==> config.mk <==
export PLATFORM = sky130hd
export DESIGN_NAME = fetch_queue
export DESIGN_NICKNAME = d
export VERILOG_FILES = /design/src/rtl/fetch_queue.sv
export SDC_FILE = /design/constraint.sdc
export NUM_CORES = 2
export LEC_CHECK = 0
export BUFFER_PORTS_ARGS = -buffer_cell sky130_fd_sc_hd__buf_2
export CAP_MARGIN = 25
export CELL_PAD_IN_SITES_DETAIL_PLACEMENT = 1
export CELL_PAD_IN_SITES_GLOBAL_PLACEMENT = 1
export CORE_MARGIN = 8
export CORE_UTILIZATION = 35
export DETAILED_ROUTE_END_ITERATION = 10
export HOLD_SLACK_MARGIN = 0.08
export PLACE_DENSITY = 0.61
export SLEW_MARGIN = 40
export SYNTH_ARGS = -nofsm -noshare
export SYNTH_HDL_FRONTEND = slang
export SYNTH_SLANG_ARGS = --single-unit
==> constraint.sdc <==
create_clock -name clk -period 21.6 [get_ports clk]
set_input_delay 0 -clock clk [delete_from_list [all_inputs] [get_ports clk]]
set_output_delay 0 -clock clk [all_outputs]
set_load 0.02 [all_outputs]
==> src/rtl/fetch_queue.sv <==
// fetch_queue: multi-lane in-order decoupling queue between fetch and decode, flushed by nuke_rb1.
// Optional same-cycle bypass through an empty queue when FETCH_QUEUE_BYPASS_EN is defined.
module fetch_queue #(
    parameter int DEPTH = 16,
    parameter int ENQ_W = 2,
    parameter int DEQ_W = 2,
    parameter int PKT_W = 64
) (
    input  logic                     clk,
    input  logic                     reset_n,
    input  logic                     nuke_rb1,
    input  logic [ENQ_W-1:0]         enq_valid_fe1,
    input  logic [ENQ_W*PKT_W-1:0]   enq_pkt_fe1,
    output logic                     enq_ready_fe1,
    output logic [DEQ_W-1:0]         deq_valid_de0,
    output logic [DEQ_W*PKT_W-1:0]   deq_pkt_de0,
    input  logic                     deq_ready_de0,
    output logic [$clog2(DEPTH+1)-1:0] occupancy
);
    localparam int AW = $clog2(DEPTH);
    localparam int CW = $clog2(DEPTH+1);
    localparam int BW = (DEQ_W < ENQ_W) ? DEQ_W : ENQ_W;

    logic [PKT_W-1:0] mem [DEPTH];
    logic [AW-1:0]    rd_ptr, wr_ptr;
    logic [CW-1:0]    count;
    logic [CW-1:0]    n_enq, n_out, n_skip, n_deq;
    logic             bypass;

    assign enq_ready_fe1 = count <= CW'(DEPTH - ENQ_W);
    assign occupancy     = count;

    always_comb begin
        n_enq = '0;
        for (int i = 0; i < ENQ_W; i++) n_enq = n_enq + CW'(enq_valid_fe1[i]);
        if (!enq_ready_fe1 || nuke_rb1) n_enq = '0;
        bypass = 1'b0;
`ifdef FETCH_QUEUE_BYPASS_EN
        bypass = (count == '0) && !nuke_rb1;
`endif
        for (int i = 0; i < DEQ_W; i++) begin
            deq_valid_de0[i]                 = !nuke_rb1 && (count > CW'(i));
            deq_pkt_de0[i*PKT_W +: PKT_W]    = mem[rd_ptr + AW'(i)];
        end
        // Empty queue: the oldest incoming lanes go straight to decode
        if (bypass) begin
            for (int i = 0; i < BW; i++) begin
                deq_valid_de0[i]              = CW'(i) < n_enq;
                deq_pkt_de0[i*PKT_W +: PKT_W] = enq_pkt_fe1[i*PKT_W +: PKT_W];
            end
        end
        n_out = '0;
        for (int i = 0; i < DEQ_W; i++) n_out = n_out + CW'(deq_valid_de0[i] & deq_ready_de0);
        n_skip = bypass ? n_out : '0;
        n_deq  = bypass ? '0 : n_out;
    end

    always_ff @(posedge clk or negedge reset_n) begin
        if (!reset_n) begin
            rd_ptr <= '0;
            wr_ptr <= '0;
            count  <= '0;
        end else if (nuke_rb1) begin
            rd_ptr <= wr_ptr;
            count  <= '0;
        end else begin
            wr_ptr <= wr_ptr + AW'(n_enq - n_skip);
            rd_ptr <= rd_ptr + AW'(n_deq);
            count  <= count + n_enq - n_skip - n_deq;
        end
    end

    always_ff @(posedge clk) begin
        for (int i = 0; i < ENQ_W; i++)
            if (CW'(i) >= n_skip && CW'(i) < n_enq)
                mem[wr_ptr + AW'(i) - AW'(n_skip)] <= enq_pkt_fe1[i*PKT_W +: PKT_W];
    end

`ifdef ASSERT
    a_contig: assert property (@(posedge clk) disable iff (!reset_n)
        (enq_valid_fe1 & (enq_valid_fe1 + 1'b1)) == '0);
    a_bound: assert property (@(posedge clk) disable iff (!reset_n)
        (count <= CW'(DEPTH)) && ((CW+1)'(count) + (CW+1)'(n_enq) >= (CW+1)'(n_skip) + (CW+1)'(n_deq)));
    a_hold: assert property (@(posedge clk) disable iff (!reset_n)
        (!enq_ready_fe1 && !nuke_rb1) |=> (nuke_rb1 || $stable(enq_valid_fe1)));
`endif
endmodule

==> impl_metrics.tcl <==
set metrics [dict create \
    grt_pass1_vias 40700 \
    dp_hpwl_mm 128 \
    cts_tree "built" \
    p_seq_frac 0.288 \
    syn_inst 3671 \
    min_period_over_period 0.232 \
    syn-num-nets 3826 \
    r2r-start "occupancy[4]" \
    clk_latency_ns 0.75 \
    r2r-end "mem[7][53]" \
    place_area_um2 64400 \
    start_util 0.351 \
    synth-edff-count 1024 \
    relSlewSlack 0.390 \
    synth.distinct_cells 48 \
    clockBufferDepth 3 \
    cts_buffers 121 \
    fin_ws_ns 16.58 \
    p_sw_frac 0.405 \
    power_density_nw_per_um2 124 \
    die-area_um2 187000 \
    drive_above_1_share 0.523 \
    critPathCapture "deq_pkt_de0[101]" \
    synth_area_leaders "edfxtp_1 51%, mux4_2 19%, mux2_2 15%" \
    clockPowerShare 0.236 \
    fin_cells 6356 \
    path_max_fanout 59 \
    status "finished clean" \
    row_count 153 \
    wl_met1_mm 90.8 \
    stdcell_area_um2 70200 \
    vias_per_cell 6.02 \
    min-delay-start "enq_valid_fe1[1]" \
    wl_met3_mm 12.3 \
    dieHeight_um 433 \
    first_iter_violations 3606 \
    grt_setup_unrepaired "no" \
    finalCriticalPeriod_ns 5.02 \
    num_io_pins 270 \
    ys_seq_area_frac 0.511 \
    cts-root-buf "clkbuf_16" \
    p_int_mw 5.16 \
    core_area_um2 173000 \
    dr.pass1.iters 5 \
    yosysWarnings 0 \
    avgSynthCellArea_um2 16.6 \
    antenna_found_initial 20 \
    r2r_cells 9 \
    post-place-ws_ns 17.12 \
    max-cap-violations 0 \
    final_util 0.405 \
    antenna_left 0 \
    crit_start "rd_ptr[0]" \
    nNetsFinal 4086 \
    drc_errors 0 \
    async_reset_ff_frac 0.0125 \
    hold_viol_final 0 \
    pwr-share-comb 0.476 \
    yosys.area.top_type "edfxtp_1" \
    setup_viol 0 \
    synth.most_common_cell "edfxtp_1" \
    area_growth_pct 15.5 \
    hp-class "primary input to flip-flop" \
    worstSetupStartpointType "flip-flop" \
    dp_cells 5935 \
    power_switching_mw 3.52 \
    critPathKind "flip-flop to primary output" \
    worstPathArrival_ns 5.02 \
    n_fill_cell 17000 \
    wl_met2_mm 108 \
    grtUsageTotal 0.228 \
    tns_ns 0 \
    finalHoldWorstSlack_ns 0.123 \
    cts_sinks 1037 \
    htreeDepth 3 \
    max_freq_mhz 199 \
    ctsResizeCount 0 \
    synth_commonest_cells "1024 x edfxtp_1, 826 x mux2_2, 512 x mux4_2" \
    top_layer "met5" \
    synth-main-ff-cell "edfxtp_1" \
    r2r_setup_slack_ns 17.15 \
    endpoint_kind "primary output" \
    synth_top_area_share 0.506 \
    worst_pin_slew_ns 0.915 \
    grt_first_pass_wirelength_mm 310 \
    power.total_mw 8.68 \
    ir_worst_vdd_mv 0.123 \
    numPortBuffers 269 \
    detail_route.wl_per_cell_um 34.6 \
    skew_ns 0.0306 \
    routabilityCongestion 0.767 \
    clk_pin_slew_ns 0.05 \
    fp.dieW_um 433 \
    totalWireLength_mm 220 \
    cp_data_required_time_ns 21.60 \
    synth.ff_latch_count 1037 \
    grt_max_degree 81 \
    num_vias 38300 \
    p_leak_nw 23.8 \
    slew_violations 0 \
    syn_area_um2 60800 \
    grt-ovfl-total 0 \
]
power groups by stage:
stage | clock network (mW) | registers, mW | logic [mW]
floorplan | 0 | 2.49 | 2.62
global placement | 0 | 2.54 | 4.08
detailed placement | 0 | 2.54 | 4.15
CTS | 2.08 | 2.50 | 4.20
global route | 2.15 | 2.51 | 4.35
finish | 2.05 | 2.50 | 4.13
critical path, cell delays in order (launching register included):
cell	delay (ns)
dfrtp_4	0.78
buf_12	0.28
buf_6	0.59
buf_6	0.58
buf_6	0.61
mux4_2	0.59
o21ai_0	0.10
nand4_1	0.36
buf_2	0.30
registers in the layout (all words and copies together), names as in the netlist:
signal	flops
mem	1024
occupancy	5
rd_ptr	4
wr_ptr	4
final cells by class:
class / count / area (µm²) / share of cell area
Clock buffer: 158 / 3210 / 0.0457
Tap cell: 2325 / 2910 / 0.0414
Inverter: 23 / 86.3 / 0.00123
Antenna cell: 4 / 10.0 / 0.000143
Clock inverter: 61 / 633 / 0.00901
Multi-Input combinational cell: 2184 / 27900 / 0.397
Sequential cell: 1037 / 31100 / 0.443
Timing Repair Buffer: 564 / 4440 / 0.0632
placed cells by master (no fill, tap or decap), types with 16 or more instances in the layout:
cell / netlist / layout
a22oi_1: 129 / 129
clkbuf_1: 216 / 35
dlygate4sd3_1: 0 / 196
nand2_1: 203 / 202
clkbuf_16: 0 / 123
buf_4: 22 / 43
mux4_2: 512 / 512
mux2_2: 826 / 826
o21ai_0: 143 / 132
nand4_1: 66 / 66
buf_6: 31 / 37
ha_1: 17 / 16
buf_2: 146 / 270
mux2_4: 196 / 196
clkinv_1: 0 / 29
edfxtp_1: 1024 / 1024
inv_1: 22 / 22
kinds of logic after synthesis:
| group | Yosys count | share of synthesized area |
|---|---|---|
| buffers and inverters | 450 | 0.0360 |
| AO/OA/AOI/OAI | 295 | 0.0305 |
| flip-flops | 1037 | 0.511 |
| multiplexers | 1537 | 0.392 |
| AND/OR/NAND/NOR | 325 | 0.0252 |
| adder cells (fa/ha/maj) | 21 | 0.00482 |
| XOR/XNOR | 6 | 0.000864 |
worst min path at each step:
| stage | endpoint | slack [ns] | cells after the start |
|---|---|---|---|
| floorplan | occupancy[0] | -0.30 | 0 |
| global placement | occupancy[2] | -0.06 | 1 |
| detailed placement | occupancy[2] | -0.05 | 1 |
| CTS | wr_ptr[0] | 0.13 | 7 |
| global route | wr_ptr[0] | 0.20 | 7 |
| finish | wr_ptr[0] | 0.12 | 7 |
per-layer routing:
layer  up-vias  GRT usage
met4         2     0.0852
met5         -          0
met1     20900      0.301
met3       382     0.0283
met2      1438      0.385
li1      15500          -
repair_timing:
item,CTS,global route
hold buffers,196,1
setup buffers,0,0
endpoints found under the hold margin,1050,13
Note: power is estimated with default switching activity, not from simulation.
